`config.mk`:
```
export PLATFORM = sky130hd
export DESIGN_NAME = whirlpool_inv_sub_bytes
export DESIGN_NICKNAME = d
export VERILOG_FILES = /design/src/rtl/whirlpool_pkg.sv /design/src/rtl/whirlpool_inv_sbox.sv /design/src/rtl/whirlpool_inv_sub_bytes.sv
export SDC_FILE = /design/constraint.sdc
export NUM_CORES = 1
export LEC_CHECK = 0
export CAP_MARGIN = 10
export CORE_ASPECT_RATIO = 0.9
export CORE_MARGIN = 3
export CORE_UTILIZATION = 50
export CTS_BUF_LIST = sky130_fd_sc_hd__clkbuf_16
export CTS_CLUSTER_SIZE = 20
export DETAILED_ROUTE_END_ITERATION = 8
export PLACE_DENSITY_LB_ADDON = 0.2
export SYNTH_ARGS = -nofsm -noshare
export SYNTH_HDL_FRONTEND = slang
export SYNTH_SLANG_ARGS = --single-unit
```
`constraint.sdc`:
```
create_clock -name clk -period 4.2 [get_ports clk]
set_clock_uncertainty 0.2 [all_clocks]
set_input_delay 0.42 -clock clk [delete_from_list [all_inputs] [get_ports clk]]
set_output_delay 0.42 -clock clk [all_outputs]
set_load 0.01 [all_outputs]
```
`src/rtl/whirlpool_pkg.sv`:
```
// Shared Whirlpool definitions: FSM encoding, word width and the 4-bit mini-boxes
// E, Einv and R used by both the forward and the inverse S-box.
package whirlpool_pkg;

    localparam int WORD_W = 64;

    typedef enum logic [1:0] {
        ST_IDLE = 2'd0,
        ST_BUSY = 2'd1,
        ST_DONE = 2'd2
    } state_e;

    function automatic logic [3:0] e_box(input logic [3:0] v);
        logic [3:0] r;
        case (v)
            4'h0: r = 4'h1;  4'h1: r = 4'hB;  4'h2: r = 4'h9;  4'h3: r = 4'hC;
            4'h4: r = 4'hD;  4'h5: r = 4'h6;  4'h6: r = 4'hF;  4'h7: r = 4'h3;
            4'h8: r = 4'hE;  4'h9: r = 4'h8;  4'hA: r = 4'h7;  4'hB: r = 4'h4;
            4'hC: r = 4'hA;  4'hD: r = 4'h2;  4'hE: r = 4'h5;  default: r = 4'h0;
        endcase
        return r;
    endfunction

    function automatic logic [3:0] einv_box(input logic [3:0] v);
        logic [3:0] r;
        case (v)
            4'h0: r = 4'hF;  4'h1: r = 4'h0;  4'h2: r = 4'hD;  4'h3: r = 4'h7;
            4'h4: r = 4'hB;  4'h5: r = 4'hE;  4'h6: r = 4'h5;  4'h7: r = 4'hA;
            4'h8: r = 4'h9;  4'h9: r = 4'h2;  4'hA: r = 4'hC;  4'hB: r = 4'h1;
            4'hC: r = 4'h3;  4'hD: r = 4'h4;  4'hE: r = 4'h8;  default: r = 4'h6;
        endcase
        return r;
    endfunction

    function automatic logic [3:0] r_box(input logic [3:0] v);
        logic [3:0] r;
        case (v)
            4'h0: r = 4'h7;  4'h1: r = 4'hC;  4'h2: r = 4'hB;  4'h3: r = 4'hD;
            4'h4: r = 4'hE;  4'h5: r = 4'h4;  4'h6: r = 4'h9;  4'h7: r = 4'hF;
            4'h8: r = 4'h6;  4'h9: r = 4'h3;  4'hA: r = 4'h8;  4'hB: r = 4'hA;
            4'hC: r = 4'h2;  4'hD: r = 4'h5;  4'hE: r = 4'h1;  default: r = 4'h0;
        endcase
        return r;
    endfunction

endpackage

```
`src/rtl/whirlpool_inv_sbox.sv`:
```
// Combinational Whirlpool inverse S-box built from the E/Einv/R mini-boxes.
import whirlpool_pkg::*;

module whirlpool_inv_sbox (
    input  logic [7:0] in_byte,
    output logic [7:0] out_byte
);

    logic [3:0] p;
    logic [3:0] q;
    logic [3:0] d;

    // Undo the forward output boxes first, then the shared R term cancels out.
    assign p = e_box(in_byte[3:0]);
    assign q = einv_box(in_byte[7:4]);
    assign d = r_box(p ^ q);

    assign out_byte = {einv_box(q ^ d), e_box(p ^ d)};

endmodule

```
`src/rtl/whirlpool_inv_sub_bytes.sv`:
```
// Inverse SubBytes for one 64-bit Whirlpool row, LANES bytes per cycle (LANES in 1,2,4,8).
import whirlpool_pkg::*;

module whirlpool_inv_sub_bytes #(
    parameter int LANES = 2
) (
    input  logic        clk,
    input  logic        rst,
    input  logic        in_valid,
    output logic        in_ready,
    input  logic [63:0] in_data,
    output logic        out_valid,
    input  logic        out_ready,
    output logic [63:0] out_data,
    output logic        busy
);

    localparam int         STEPS    = 8 / LANES;
    localparam int         LANE_W   = 8 * LANES;
    localparam logic [2:0] LAST_CNT = 3'(STEPS - 1);

    state_e              state_q, state_d;
    logic [WORD_W-1:0]   work_q, work_d;
    logic [2:0]          cnt_q, cnt_d;
    logic                in_ready_q, in_ready_d;
    logic                out_valid_q, out_valid_d;
    logic                busy_q, busy_d;
    logic [LANE_W-1:0]   sub_bytes;
    logic [WORD_W-1:0]   shifted;

    for (genvar gi = 0; gi < LANES; gi++) begin : g_lane
        whirlpool_inv_sbox u_sbox (
            .in_byte  (work_q[8*gi +: 8]),
            .out_byte (sub_bytes[8*gi +: 8])
        );
    end

    // Results enter at the top, so after STEPS shifts every byte is back in place.
    if (LANES == 8) begin : g_full
        assign shifted = sub_bytes;
    end else begin : g_part
        assign shifted = {sub_bytes, work_q[WORD_W-1:LANE_W]};
    end

    always_comb begin
        state_d = state_q;
        work_d  = work_q;
        cnt_d   = cnt_q;
        case (state_q)
            ST_IDLE: begin
                if (in_valid) begin
                    work_d  = in_data;
                    cnt_d   = 3'd0;
                    state_d = ST_BUSY;
                end
            end
            ST_BUSY: begin
                work_d = shifted;
                cnt_d  = cnt_q + 3'd1;
                if (cnt_q == LAST_CNT) begin
                    state_d = ST_DONE;
                end
            end
            ST_DONE: begin
                if (out_ready) begin
                    state_d = ST_IDLE;
                end
            end
            default: state_d = ST_IDLE;
        endcase
        in_ready_d  = (state_d == ST_IDLE);
        out_valid_d = (state_d == ST_DONE);
        busy_d      = (state_d == ST_BUSY);
    end

    always_ff @(posedge clk) begin
        if (rst) begin
            state_q     <= ST_IDLE;
            work_q      <= '0;
            cnt_q       <= '0;
            in_ready_q  <= 1'b1;
            out_valid_q <= 1'b0;
            busy_q      <= 1'b0;
        end else begin
            state_q     <= state_d;
            work_q      <= work_d;
            cnt_q       <= cnt_d;
            in_ready_q  <= in_ready_d;
            out_valid_q <= out_valid_d;
            busy_q      <= busy_d;
        end
    end

    assign in_ready  = in_ready_q;
    assign out_valid = out_valid_q;
    assign busy      = busy_q;
    assign out_data  = work_q;

endmodule

```
==> impl_metrics.toml, run 1 <==
[run_status]
status = "complete, no violations"

[logic_synthesis]
synth.cell_area_um2 = 5400
ys.flop_type = "dfxtp_1"
synthTopCellsByArea = "dfxtp_1 (33%), nor2_1 (7.4%), a21oi_1 (5.0%)"
yosys.area.top_type_share_pct = 32.6
synth-seq-area-share_pct = 32.6
ys_ff_latch = 88
synth_common_cells = "nor2_1 (107), dfxtp_1 (88), a21oi_1 (54)"
synth_nets = 787
synthArstFlopShare_pct = 0
syn_inst = 702
synth.avg_cell_area_um2 = 7.69
synth_top_area_cell = "dfxtp_1"
synth_cell_types = 64
yosysMostFrequentCell = "nor2_1"
synth_edf_count = 0
yosysWarnings = 0

[layout]
num_antenna_cells = 0
synthToLayoutAreaGrowth_pct = 32.1
nets = 898
drive_gt1_share_pct = 7.22

[floorplan]
fp.dieW_um = 116
dieArea_um2 = 12100
core_um2 = 10400
start_util_pct = 52.0
ios = 135
die_y_um = 105
rows = 35

[placed_design]
io_buffers = 134
dp_hpwl_um = 12800
globalplace.congestion = 0.894

[global_route]
grt_overflow = 0
grt_pass1_vias = 5643
grt_pass1_wl_um = 27800
grtUsageTotal_pct = 28.7
grt_max_degree = 54
grt_antenna_before_repair = 0

[sta]
setup_viol = 0
whs_ps = 288
rsz0062_at_grt = "no"
slew_headroom_pct = 22.6
fin_setup_tns_ps = 0
max_freq_ghz = 0.276
tightestPinTransition_ps = 1160
finalCritPeriodShare_pct = 86.1
finalCriticalPeriod_ps = 3620
finalHoldViolCount = 0
finalMaxSlewViolations = 0

[hold_path]
hold_depth = 2
worst_hold_path.endpoint = "out_data[32]"
hold_start = "out_data[32]"
hold_path_class = "flip-flop to flip-flop"

[clock_tree]
clk_pin_slew_ps = 70
tritoncts = "built"
cts_setup_buffers = 0
cts-resized-gates = 0
cts_buffer_depth = 2
root_buffer = "clkbuf_16"
clk-insertion-delay-late_ps = 350
cts-hold-fix-buffers = 0
htree_levels = 3
clkSinkCount = 88
numCtsBuffers = 9

[worst_setup_path]
path_depth = 11
cp-start-kind = "flip-flop"
slowest_stage = "xnor2_1"
crit_buf_inv = 2
r2r_cells = 11
rrSetupSlack_ps = 580
worst_setup_path_end_kind = "flip-flop"
worstPathCellList = "xnor2_1 -> inv_1 -> ha_1 -> nor3_1 -> a211oi_1 -> o21ai_1 -> inv_1 -> ha_1 -> mux2_2 -> a221oi_1 -> a311oi_1"
worstPathRequired_ps = 4180
arrival_ps = 3590
crit_fanout = 8
worst_path_dominant_cell_family = "compound AO/OA/AOI/OAI gates"
slowest_delay_ps = 430
criticalPathCategory = "flip-flop to flip-flop"
r2r_start = "g_lane[1].u_sbox.p[1]"
worst_r2r_endpoint = "out_data[60]"

[routing]
highest_layer = "met4"
wire_per_inst_um = 18.6
drtAntennaViolNets = 0
drc = 0
first_pass_iters = 6
vias = 5791
drt_wl_total_um = 17600
route.met2.wl_um = 8010
routed_via_density = 6.12
dr.first_iter.drc_count = 562
met3WireLength_um = 1610
drt-met1-wl_um = 7690

[power]
ir_worst_vdd_v = 0.000255
cellLeakagePower_nw = 2.75
p_per_area_nw_per_um2 = 522

[flow_run]
max_cap_violations = 0
## area by class of cell
class	instances	area [um2]
Inverter	48	180
Clock inverter	6	91.3
Tap cell	129	161
Clock buffer	9	225
Sequential cell	88	1760
Multi-Input combinational cell	517	3260
Fill cell	854	3250
Timing Repair Buffer	149	1450
## cell usage in the layout (no fill, tap or decap), types with 24 or more instances in the layout
cell type        netlist  layout
o21ai_0               24      24
clkdlybuf4s50_1        0     133
nor2_1               107     106
o22ai_1               29      29
nand2_1               46      46
a21oi_1               54      54
inv_1                 44      44
nor3_1                28      28
a211oi_1              29      29
dfxtp_1               88      88
## kinds of logic after synthesis
logic type / Yosys count / synth area share, %
xor gates and xnor gates: 24 / 4.31
muxes: 13 / 3.01
buffers and inverters: 97 / 6.98
AOI/OAI and AO/OA: 233 / 30.0
DFF: 88 / 32.6
adders and majority gates: 17 / 3.94
and+or+nand+nor: 230 / 19.1
## how the worst max path moves through the flow
stage / startpoint / end
after detailed placement: g_lane[1].u_sbox.q[1] / out_data[60]
after global routing: g_lane[1].u_sbox.p[1] / out_data[60]
after floorplan: g_lane[1].u_sbox.q[1] / out_data[60]
final: g_lane[1].u_sbox.p[1] / out_data[60]
after global placement: g_lane[1].u_sbox.q[1] / out_data[60]
after CTS: g_lane[1].u_sbox.p[1] / out_data[60]
## sequential cells by signal (all words and copies together) (netlist names)
name / flops
g_lane.u_sbox.q: 8
out_data: 64
cnt_q: 3
busy: 1
in_ready: 1
out_valid: 1
state_q: 2
g_lane.u_sbox.p: 8
## stage by stage
stage          total power [mW]  instance area [um2]  std cells  setup WS [ps]  util [%]
3_3_place_gp               2.73                 6810        931            866      65.6
3_5_place_dp               2.81                 6810        931            686      65.6
6_report                   3.72                 7130        946            582      68.7
4_1_cts                    3.69                 7130        946            647      68.7
5_1_grt                    3.95                 7130        946            338      68.7
2_1_floorplan              2.29                 5400        702           1130         -
## tightest hold or removal path, delay by kind of cell (launching register included)
| family | cells | cell delay, ps |
|---|---|---|
| flip-flops | 1 | 320 |
| AO/OA/AOI/OAI | 1 | 60 |
| buffers and inverters | 1 | 70 |
## power breakdown
part / internal [mW] / leakage [nW] / total, mW / switching [mW]
Sequential: 0.946 / 0.732 / 1.07 / 0.127
Clock: 0.523 / 0.156 / 0.881 / 0.358
Combinational: 0.782 / 1.86 / 1.77 / 0.989
Total: 2.25 / 2.75 / 3.72 / 1.47
## per-layer routing
layer / up-vias / global-route usage [%]
met5: - / 0
met4: 0 / 7.04
met3: 29 / 7.70
met2: 280 / 44.8
met1: 2732 / 39.3
li1: 2750 / -
Note: power is estimated with default switching activity, not from simulation.
==> inputs of run 2 (changes only) <==
CORE_UTILIZATION = 54   (was 50)
SETUP_SLACK_MARGIN = 0.5   (was unset)
clock period = 4.4 ns   (was 4.2 ns; I/O delays follow)
==> run 2 against run 1 <==
Flip-flop and latch count did not move. Final cell count fell by 0.74%. Worst setup slack improved by 240 ps. Clock power fell by 2.8%. Maximum frequency rose by 1.2%. Wire length rose by 1.8%. Non-clock buffer count fell by 1. Power fell by 3.9%. Design area barely moved. Worst hold slack improved by 0.56 ps. Die area fell by 7.0%. Critical path type unchanged. Largest cell class unchanged. Highest routed layer unchanged.
==> impl_metrics.toml, run 2 (synthesis gave the netlist of run 1 again) <==
[run_status]
status = "complete, no violations"

[clock_tree]
root_buffer = "clkbuf_16"
clkSinkCount = 88
clk-insertion-delay-late_ps = 350
cts-hold-fix-buffers = 0
numCtsBuffers = 9
htree_levels = 3
cts-resized-gates = 0
clk_pin_slew_ps = 70
tritoncts = "built"
cts_buffer_depth = 2
cts_setup_buffers = 0

[placed_design]
globalplace.congestion = 0.923
io_buffers = 134
dp_hpwl_um = 13100

[layout]
synthToLayoutAreaGrowth_pct = 32.0
num_antenna_cells = 0
drive_gt1_share_pct = 7.10
final_cell_mix = "clkdlybuf4s50_1 (133), nor2_1 (106), dfxtp_1 (88)"
largest_reg_flops = 64
final_common_cell = "clkdlybuf4s50_1"
nets = 897

[routing]
dr.first_iter.drc_count = 583
drtAntennaViolNets = 0
wire_per_inst_um = 19.1
first_pass_iters = 5
drc = 0
drt_wl_total_um = 17900
routed_via_density = 6.27
vias = 5883

[sta]
finalCriticalPeriod_ps = 3580
finalCritPeriodShare_pct = 81.3
fin_setup_tns_ps = 0
finalHoldViolCount = 0
rsz0062_at_grt = "no"
finalMaxSlewViolations = 0
slew_headroom_pct = 30.8
tightestPinTransition_ps = 1030
max_freq_ghz = 0.280
setup_viol = 0

[global_route]
grtUsageTotal_pct = 31.3
grt_pass1_vias = 5617
grt_pass1_wl_um = 28400
grt_max_degree = 45
grt_overflow = 0
grt_antenna_before_repair = 0

[hold_path]
hold_path_class = "flip-flop to flip-flop"

[worst_setup_path]
slowest_stage = "xnor2_1"
worstPathCellList = "xnor2_1 -> inv_1 -> ha_1 -> nor3_1 -> a211oi_1 -> o21ai_1 -> inv_1 -> ha_1 -> mux2_2 -> a221oi_1 -> a311oi_1"
arrival_ps = 3570
criticalPathCategory = "flip-flop to flip-flop"
slowest_delay_ps = 430
cp-start-kind = "flip-flop"
worstPathRequired_ps = 4390
worst_setup_path_end_kind = "flip-flop"
crit_fanout = 8

[power]
p_int_mw = 2.16
ir_worst_vdd_v = 0.000280
switching_share_pct = 39.7
clockPowerShare_pct = 23.9
p_per_area_nw_per_um2 = 502
combPwrFrac_pct = 47.3
seqPwrFrac_pct = 28.7
power_mw = 3.58
p_sw_mw = 1.42
cellLeakagePower_nw = 2.75

[floorplan]
die_y_um = 101
rows = 33
start_util_pct = 57.3
core_um2 = 9410
fp.dieW_um = 111
dieArea_um2 = 11200
ios = 135

[flow_run]
max_cap_violations = 0
run 2: final timing paths:
kind	startpoint	to	slack [ps]	depth (start not counted)
setup / recovery	g_lane[1].u_sbox.p[1]	out_data[60]	820	11
hold / removal	out_data[22]	out_data[22]	290	2
setup reg to reg	g_lane[1].u_sbox.p[1]	out_data[60]	820	11
hold reg to reg	out_data[22]	out_data[22]	290	2
run 2: worst max-delay path: cells and delay by family, from the launching register on:
family | cells | cell delay (ps)
XOR/XNOR | 1 | 430
AO/OA/AOI/OAI | 4 | 870
buffers and inverters | 2 | 370
adder cells (fa/ha/maj) | 2 | 670
multiplexers | 1 | 260
AND/OR/NAND/NOR | 1 | 250
flip-flops | 1 | 360
run 2: power groups by stage:
stage               combinational [mW]  sequential (mW)  clock (mW)
finish                            1.69             1.03       0.856
global route                      1.86             1.04       0.892
CTS                               1.67             1.02       0.860
detailed placement                1.66             1.04           0
global placement                  1.59             1.03           0
floorplan                         1.17             1.02           0
run 2: routing by layer:
metal	GRT usage, %	share of wire (%)	vias to the layer above
li1	-	-	2751
met1	41.8	42	2752
met2	50.8	45	351
met3	8.94	11	29
met4	6.74	1.7	0
met5	0	0	-
run 2: final cells by class:
| cell class | count | area [um2] |
|---|---|---|
| Tap cell | 122 | 153 |
| Fill cell | 734 | 2290 |
| Clock buffer | 9 | 225 |
| Clock inverter | 7 | 101 |
| Sequential cell | 88 | 1760 |
| Multi-Input combinational cell | 517 | 3260 |
| Inverter | 48 | 180 |
| Timing Repair Buffer | 148 | 1440 |
run 2: per-stage QoR:
step                setup slack (ps)  cells  utilization, %  hold WS, ps  cell area (um2)
finish                           825    939            75.7          288             7120
global placement                1050    923            72.2          264             6800
detailed placement               859    923            72.2          276             6800
floorplan                       1330    702               -          254             5400
global route                     516    939            75.7          306             7120
CTS                              864    939            75.7          286             7120
